**src/rtl/cordic_cos_pipeline.sv**
```systemverilog
// Fully pipelined CORDIC cosine: float32 angle in, float32 cos out, Q1.19 internal datapath.
// Also holds the 8- and 32-bit leading-one priority encoders used by the fixed-to-float stage.

module priority_encoder8 (
    input  logic [7:0] i_data,
    output logic [2:0] o_index,
    output logic       o_valid
);
    always_comb begin
        o_index = 3'd0;
        for (int i = 0; i < 8; i++) begin
            if (i_data[i]) o_index = 3'(i);
        end
    end

    assign o_valid = |i_data;
endmodule

module priority_encoder32 (
    input  logic [31:0] i_data,
    output logic [4:0]  o_index,
    output logic        o_valid
);
    logic [2:0] w_sub_index [4];
    logic [3:0] w_byte_valid;
    logic [2:0] w_byte_index;
    logic       w_any;

    // One encoder per byte, then a second-level encoder picks the highest non-empty byte.
    for (genvar g = 0; g < 4; g++) begin : g_byte
        priority_encoder8 u_pe8 (
            .i_data  (i_data[8*g +: 8]),
            .o_index (w_sub_index[g]),
            .o_valid (w_byte_valid[g])
        );
    end

    priority_encoder8 u_pe8_sel (
        .i_data  ({4'b0000, w_byte_valid}),
        .o_index (w_byte_index),
        .o_valid (w_any)
    );

    assign o_index = 5'({w_byte_index, w_sub_index[w_byte_index[1:0]]});
    assign o_valid = w_any;
endmodule

module cordic_cos_pipeline #(
    parameter int W      = 21,
    parameter int STAGES = 16
) (
    input  logic          clock,
    input  logic          aclr,
    input  logic          clk_en,
    input  logic [31:0]   dataa,
    output logic [31:0]   result,
    output logic [4:0]    rotate_index_debug,
    output logic [W-1:0]  x_debug,
    output logic [W-1:0]  z_debug,
    output logic [W-1:0]  fixed_point_input_debug,
    output logic [7:0]    exponent_debug,
    output logic [W-1:0]  fixed_point_result_debug
);
    localparam int                  FRAC         = W - 2;
    localparam logic signed [W-1:0] K_GAIN       = W'(32'h4DBA8);
    localparam logic [W-1:0]        MAG_MAX      = {1'b0, {(W-1){1'b1}}};
    localparam logic [7:0]          EXP_SAT      = 8'd128;
    localparam logic [7:0]          EXP_MIN      = 8'(127 - FRAC);
    localparam logic [7:0]          SHIFT_BASE   = 8'(150 - FRAC);
    localparam logic [7:0]          EXP_OUT_BIAS = 8'(127 - FRAC);

    function automatic logic signed [W-1:0] atan_lut(input int idx);
        case (idx)
            0:       atan_lut = W'(411775);
            1:       atan_lut = W'(243084);
            2:       atan_lut = W'(128439);
            3:       atan_lut = W'(65198);
            4:       atan_lut = W'(32725);
            5:       atan_lut = W'(16379);
            6:       atan_lut = W'(8191);
            7:       atan_lut = W'(4096);
            8:       atan_lut = W'(2048);
            9:       atan_lut = W'(1024);
            10:      atan_lut = W'(512);
            11:      atan_lut = W'(256);
            12:      atan_lut = W'(128);
            13:      atan_lut = W'(64);
            14:      atan_lut = W'(32);
            15:      atan_lut = W'(16);
            default: atan_lut = '0;
        endcase
    endfunction

    // Float to Q1.19, truncating: mantissa 1.m scaled by 2^(e-127+FRAC-23).
    logic [7:0]          w_exp;
    logic [23:0]         w_mant24;
    logic [W-1:0]        w_in_mag;
    logic signed [W-1:0] w_fixed_in;

    assign w_exp    = dataa[30:23];
    assign w_mant24 = {1'b1, dataa[22:0]};

    always_comb begin
        w_in_mag = '0;
        if (w_exp >= EXP_SAT) begin
            w_in_mag = MAG_MAX;
        end else if (w_exp >= EXP_MIN) begin
            w_in_mag = W'(w_mant24 >> (SHIFT_BASE - w_exp));
        end
    end

    assign w_fixed_in = dataa[31] ? -$signed(w_in_mag) : $signed(w_in_mag);

    logic signed [W-1:0] r_x     [STAGES];
    logic signed [W-1:0] r_y     [STAGES];
    logic signed [W-1:0] r_z     [STAGES];
    logic signed [W-1:0] w_x_in  [STAGES];
    logic signed [W-1:0] w_y_in  [STAGES];
    logic signed [W-1:0] w_z_in  [STAGES];
    logic signed [W-1:0] w_x_nxt [STAGES];
    logic signed [W-1:0] w_y_nxt [STAGES];
    logic signed [W-1:0] w_z_nxt [STAGES];

    always_comb begin
        w_x_in[0] = K_GAIN;
        w_y_in[0] = '0;
        w_z_in[0] = w_fixed_in;
        for (int i = 1; i < STAGES; i++) begin
            w_x_in[i] = r_x[i-1];
            w_y_in[i] = r_y[i-1];
            w_z_in[i] = r_z[i-1];
        end
    end

    // Rotate towards z=0: negative residual rotates back (d=-1), otherwise forward.
    always_comb begin
        for (int i = 0; i < STAGES; i++) begin
            if (w_z_in[i][W-1]) begin
                w_x_nxt[i] = w_x_in[i] + (w_y_in[i] >>> i);
                w_y_nxt[i] = w_y_in[i] - (w_x_in[i] >>> i);
                w_z_nxt[i] = w_z_in[i] + atan_lut(i);
            end else begin
                w_x_nxt[i] = w_x_in[i] - (w_y_in[i] >>> i);
                w_y_nxt[i] = w_y_in[i] + (w_x_in[i] >>> i);
                w_z_nxt[i] = w_z_in[i] - atan_lut(i);
            end
        end
    end

    always_ff @(posedge clock) begin
        if (aclr) begin
            for (int i = 0; i < STAGES; i++) begin
                r_x[i] <= '0;
                r_y[i] <= '0;
                r_z[i] <= '0;
            end
        end else if (clk_en) begin
            for (int i = 0; i < STAGES; i++) begin
                r_x[i] <= w_x_nxt[i];
                r_y[i] <= w_y_nxt[i];
                r_z[i] <= w_z_nxt[i];
            end
        end
    end

    // Fixed to float: normalise the magnitude so its leading one lands on the hidden bit.
    logic signed [W-1:0] w_x_out;
    logic [W-1:0]        w_x_abs;
    logic [4:0]          w_lead;
    logic                w_lead_valid;
    logic [4:0]          w_norm_shift;
    logic [W-1:0]        w_norm;

    assign w_x_out = r_x[STAGES-1];
    assign w_x_abs = w_x_out[W-1] ? -w_x_out : w_x_out;

    priority_encoder32 u_lead_one (
        .i_data  ({{(32-W){1'b0}}, w_x_abs}),
        .o_index (w_lead),
        .o_valid (w_lead_valid)
    );

    assign w_norm_shift = 5'(W - 1) - w_lead;
    assign w_norm       = w_x_abs << w_norm_shift;

    assign result = w_lead_valid
                  ? {w_x_out[W-1], EXP_OUT_BIAS + 8'(w_lead), w_norm[W-2:0], {(24-W){1'b0}}}
                  : 32'h0;

    assign rotate_index_debug       = 5'(STAGES - 1);
    assign x_debug                  = r_x[STAGES-1];
    assign z_debug                  = r_z[STAGES-1];
    assign fixed_point_input_debug  = w_fixed_in;
    assign exponent_debug           = dataa[30:23];
    assign fixed_point_result_debug = r_x[STAGES-1];
endmodule

```
**config.mk**
```make
export PLATFORM = sky130hd
export DESIGN_NAME = cordic_cos_pipeline
export DESIGN_NICKNAME = d
export VERILOG_FILES = /design/src/rtl/cordic_cos_pipeline.sv
export SDC_FILE = /design/constraint.sdc
export NUM_CORES = 2
export LEC_CHECK = 0
export BUFFER_PORTS_ARGS = -buffer_cell sky130_fd_sc_hd__buf_2
export CAP_MARGIN = 30
export CORE_AREA = 2 2 473 475
export DETAILED_ROUTE_END_ITERATION = 8
export DIE_AREA = 0 0 475 477
export HOLD_SLACK_MARGIN = 0.1
export PLACE_DENSITY_LB_ADDON = 0.2
export SYNTH_ARGS = -nofsm -noshare
export SYNTH_HDL_FRONTEND = slang
export SYNTH_HIERARCHICAL = 1
export SYNTH_SLANG_ARGS = --single-unit
```
**constraint.sdc**
```tcl
create_clock -name clock -period 18.1 [get_ports clock]
set_input_delay 2.715 -clock clock [delete_from_list [all_inputs] [get_ports clock]]
set_output_delay 2.715 -clock clock [all_outputs]
set_load 0.01 [all_outputs]
```
Word level (Yosys, flattened, before mapping)
Memory sizes are Yosys's and may differ from the RTL's. Index checks and enable logic that the tools add are counted.

Order comparisons: 3. Add/sub/neg operators: 97. Mux-type cells: 160. Shift operators: 2. Reduce and logical (&&, ||, !) cells: 3. Bitwise logic cells: 49.

Operators with widths (number): 21-bit two-way mux (131); 21-bit adder (16); 21-bit subtractor (16); 3-bit two-way mux (17); 1-bit bitwise OR (48); 21-bit by 10-bit adder with 21-bit output (2); 21-bit by 11-bit adder with 21-bit output (2); 21-bit by 12-bit adder with 21-bit output (2); 21-bit by 13-bit adder with 21-bit output (2); 21-bit by 14-bit adder with 21-bit output (2); 21-bit by 15-bit adder with 21-bit output (2); 21-bit by 16-bit adder with 21-bit output (2); 21-bit by 17-bit adder with 21-bit output (2); 21-bit by 18-bit adder with 21-bit output (2); 21-bit by 19-bit adder with 21-bit output (2); 21-bit by 20-bit adder with 21-bit output (2); 21-bit by 6-bit adder with 21-bit output (2); 21-bit by 7-bit adder with 21-bit output (2); 21-bit by 8-bit adder with 21-bit output (2); 21-bit by 9-bit adder with 21-bit output (2); 21-bit negator (2); 21-bit by 10-bit subtractor with 21-bit output (2); 21-bit by 11-bit subtractor with 21-bit output (2); 21-bit by 12-bit subtractor with 21-bit output (2); other kinds (28) (48).

Memory bits (writable): 1008. Input bits: 35. Memories: 3. Register bits after elaboration: 0. Output and inout bits: 129. Word-level logic and storage cells: 317.

Memories: r_x (depth 16, width 21, read ports 16, clocked after memory_dff 0, write ports 16, RTL line 114) `logic signed [W-1:0] r_x [STAGES];`; r_y (depth 16, width 21, read ports 15, clocked after memory_dff 0, write ports 16, RTL line 115) `logic signed [W-1:0] r_y [STAGES];`; r_z (depth 16, width 21, read ports 16, clocked after memory_dff 0, write ports 16, RTL line 116) `logic signed [W-1:0] r_z [STAGES];`.

Depth between registers and ports, before layout
An unclocked memory read counts as a cell.

Word-level depth: 16. Gate-level depth with buffers: 28. Mapped depth without buffers: 23.

Cells and area by module
Netlist, hierarchy kept.

Modules (own cells, without submodules): cordic_cos_pipeline (sequential area each 27826.7 µm², area each 76858.7 µm², times used 1, cells each 8281); priority_encoder8 (sequential area each 0.0 µm², area each 66.3 µm², times used 5, cells each 12); priority_encoder32 (sequential area each 0.0 µm², area each 82.6 µm², times used 1, cells each 4).

Worst setup path after synthesis
Ideal clock, no wire load.

Path type: input to register. Start point: input aclr. End point: memory r_x[4][16] (netlist: r_x[0][100]) (enable). Required time: 17181 ps. Path buffers: 2. Stages on the path: 3. Arrival time: 14286 ps. Setup time: 919 ps. Slack: 2895 ps. Cells stage by stage: clkbuf_1 clkbuf_1 or2_2.

RTL lines: start, declared (RTL line 53) `input logic aclr,`; end, declared (RTL line 114).

==> summary by stage <==
Run status
The run finished with clean final reports.

Yosys
The cell count after synthesis came out at 8344. Summing every instance area after synthesis gives 77300 sq um. The Yosys warning count is 6. The post-synthesis area per instance is 9.26 sq um.

Worst setup path
The worst setup path is of the reg -> out kind. The required time of the critical path is 15.39 ns. Data arrives at the worst endpoint at 7.94 ns. The largest driver fanout on the critical path is 23. The endpoint type of the worst setup path is an output pin.

The worst setup path is launched from a flip-flop.

Final layout
The share of cells above drive strength 1 is 0.0661. The final layout contains slightly above 9k nets. The library cell used most frequently in the layout, excluding fill and tap cells, is nor2_1.

Once layout is complete, the utilization of the core stands at 0.384. The post-synthesis to final-layout area growth is 10.0%. The final instance count without filler cells is roughly 11k.

The library cells used most frequently in the layout, excluding fill and tap cells, are nor2_1, edfxtp_1, ha_1.

Drt
Summing over every cut layer, the via total after detailed routing is 59.1k. The highest layer touched by signal routing is met4. Dividing the detail-routed via count by the number of cells gives 5.16. The count of nets left with antenna violations once routing finished came out at 0. The amount of wire on met3 after detailed routing is 5430 um. The number of search-and-repair iterations in the first detailed-routing pass is 6.

After detailed routing, the total wire length is 200000 um. Dividing the detail-routed wire length by the instance count gives between 15 and 20 um. Detailed routing placed a total of 102000 um of wire on met2. For this run, design rule violations remaining after detail routing come to 0. After the first detailed-routing iteration, the DRC count stood at 3253. In the final routing, the length of wire on met1 measures between 80000 and 90000 um.

Clock network
TritonCTS built the clock tree. For this design, the CTS-stage hold fixing added 0 buffers. The post-CTS setup repair buffer count is 0.

The clock drives 927 sinks. The post-CTS clock slew at the launch and capture registers of the worst setup and hold paths is 0.06 ns. The H-tree generated during clock tree synthesis spans 3 levels. Clock tree synthesis inserted a total of 114 buffers. The clock latency at the later pin of the worst-skew pair is 0.78 ns. The longest clock path from root to sink contains 3 buffers.

The count of instances resized after the clock tree is built is 0. The tree is rooted in a clkbuf_16.

Floorplan
The area of the die is 227000 sq um. The floorplan step defined a core boundary enclosing 221000 sq um. The number of standard-cell rows in the floorplan is 173.

The width of the die is about 480 um. The die is ~480 um tall. The initial core utilization is 0.349. The number of I/O pins is 164.

GRT
Summed over all layers, the global routing overflow is 0. For this run, the total global-route usage over all layers was measured as 0.173. The number of global-route vias before repair came to slightly below 60k.

Entering global routing, the biggest net connects around 190 pins. The first global-routing pass estimated 318000 um of wire. The initial antenna violation count came to 5.

Placement
The count of placed standard cells including taps is 11.3k. The count of input and output buffers is 155. The detailed-placement wirelength estimate is ~150000 um.

The routability-driven placement congestion ratio is 0.864.

Pwr
The reported net switching power is 7370 uW. The relative contribution of combinational cells to total power is 0.609. The power per cell area is slightly below 200 nW/um^2. The internal power summed over all cells is 9160 uW. The share of total power in sequential cells is 0.241. Of the total power, the share spent switching nets is 0.446. The clock network fraction of design power is 0.151.

Summed over all cells, the static leakage comes to 0.0359 uW. The peak supply drop is 0.0979 mV.

Timing
The slew at the pin closest to its max-slew limit is ~1.2 ns. The share of the clock period used by the worst path after layout is 0.589. The tightest slew margin relative to the limit is 0.233.

The clock period minus final worst setup slack is 10.66 ns. The highest achievable clock rate is ~0.094 GHz. Setup violations remaining at the end of the flow were counted as 0. The accumulated negative setup slack is 0 ns.

Clock skew on the completed layout was measured at between 0.05 and 0.06 ns. The final-report max-slew violation count was 0. Setup repair after global routing left no endpoint under its margin. The number of failing hold endpoints at the final stage came to 0.

Min path
The worst min-delay path category is reg -> reg.

Run
The count of max-cap constraint violations is 0.
-- layout make-up --
cell class	instances	area [sq um]
Multi-Input combinational cell	6719	46500
Fill cell	22100	136000
Antenna cell	1	2.50
Clock buffer	124	2890
Clock inverter	88	1200
Tap cell	2975	3720
Timing Repair Buffer	204	1240
Inverter	434	1630
Sequential cell	927	27800
-- registers in the layout (all words and copies together), names as in the netlist --
register	flops
r_z	336
r_x	312
r_y	279
-- per-stage QoR --
step                power, uW  hold WS, ns  setup slack, ns  cell area [sq um]
global route            18100        0.532             6.75              85000
detailed placement      14100        0.503             7.66              80900
floorplan               11700        0.497             2.89              77400
global placement        14000        0.500             7.62              80800
CTS                     16700        0.519             7.41              85000
finish                  16500        0.518             7.44              85000
-- routing by layer --
metal / track usage / vias up
met2: 0.321 / 833
met1: 0.210 / 27900
met3: 0.0182 / 248
met4: 0.0444 / 0
met5: 0 / -
li1: - / 30100
-- worst paths after layout --
path              slack [ns]                      start  depth (start not counted)                        to
hold / removal          0.52  r_z[0][147]$_SDFFCE_PN0P_                          1   r_z[1][0]$_SDFFCE_PN0P_
setup reg to reg       12.88   r_z[1][62]$_SDFFCE_PP0P_                         16  r_y[1][82]$_SDFFCE_PP0P_
setup / recovery        7.44  r_x[1][152]$_SDFFCE_PP0P_                         20                result[21]
hold reg to reg         0.52  r_z[0][147]$_SDFFCE_PN0P_                          1   r_z[1][0]$_SDFFCE_PN0P_
-- power by group through the flow --
stage	clock network, uW	registers (uW)	logic, uW
3_5_place_dp	0	4030	10100
5_1_grt	2640	4050	11400
6_report	2490	3980	10100
3_3_place_gp	0	4030	9990
4_1_cts	2560	3990	10100
2_1_floorplan	0	3720	7970
-- critical path, cell delays in order (launching register included) --
cell,delay [ns]
edfxtp_1,0.46
or4_1,0.61
nor4_1,0.28
nand2b_1,0.17
nor4_1,0.36
nand2_1,0.16
nor4bb_1,0.62
nor2_1,0.14
nand4_1,0.15
nor2_1,0.07
o31ai_1,0.68
mux4_1,0.66
inv_1,0.69
ha_1,0.72
inv_2,0.25
o21ai_0,0.45
nand2_1,0.19
nor2_1,0.12
o21ai_0,0.08
a31oi_1,0.15
buf_2,0.16
No activity file was read; power rests on OpenSTA's default activity.
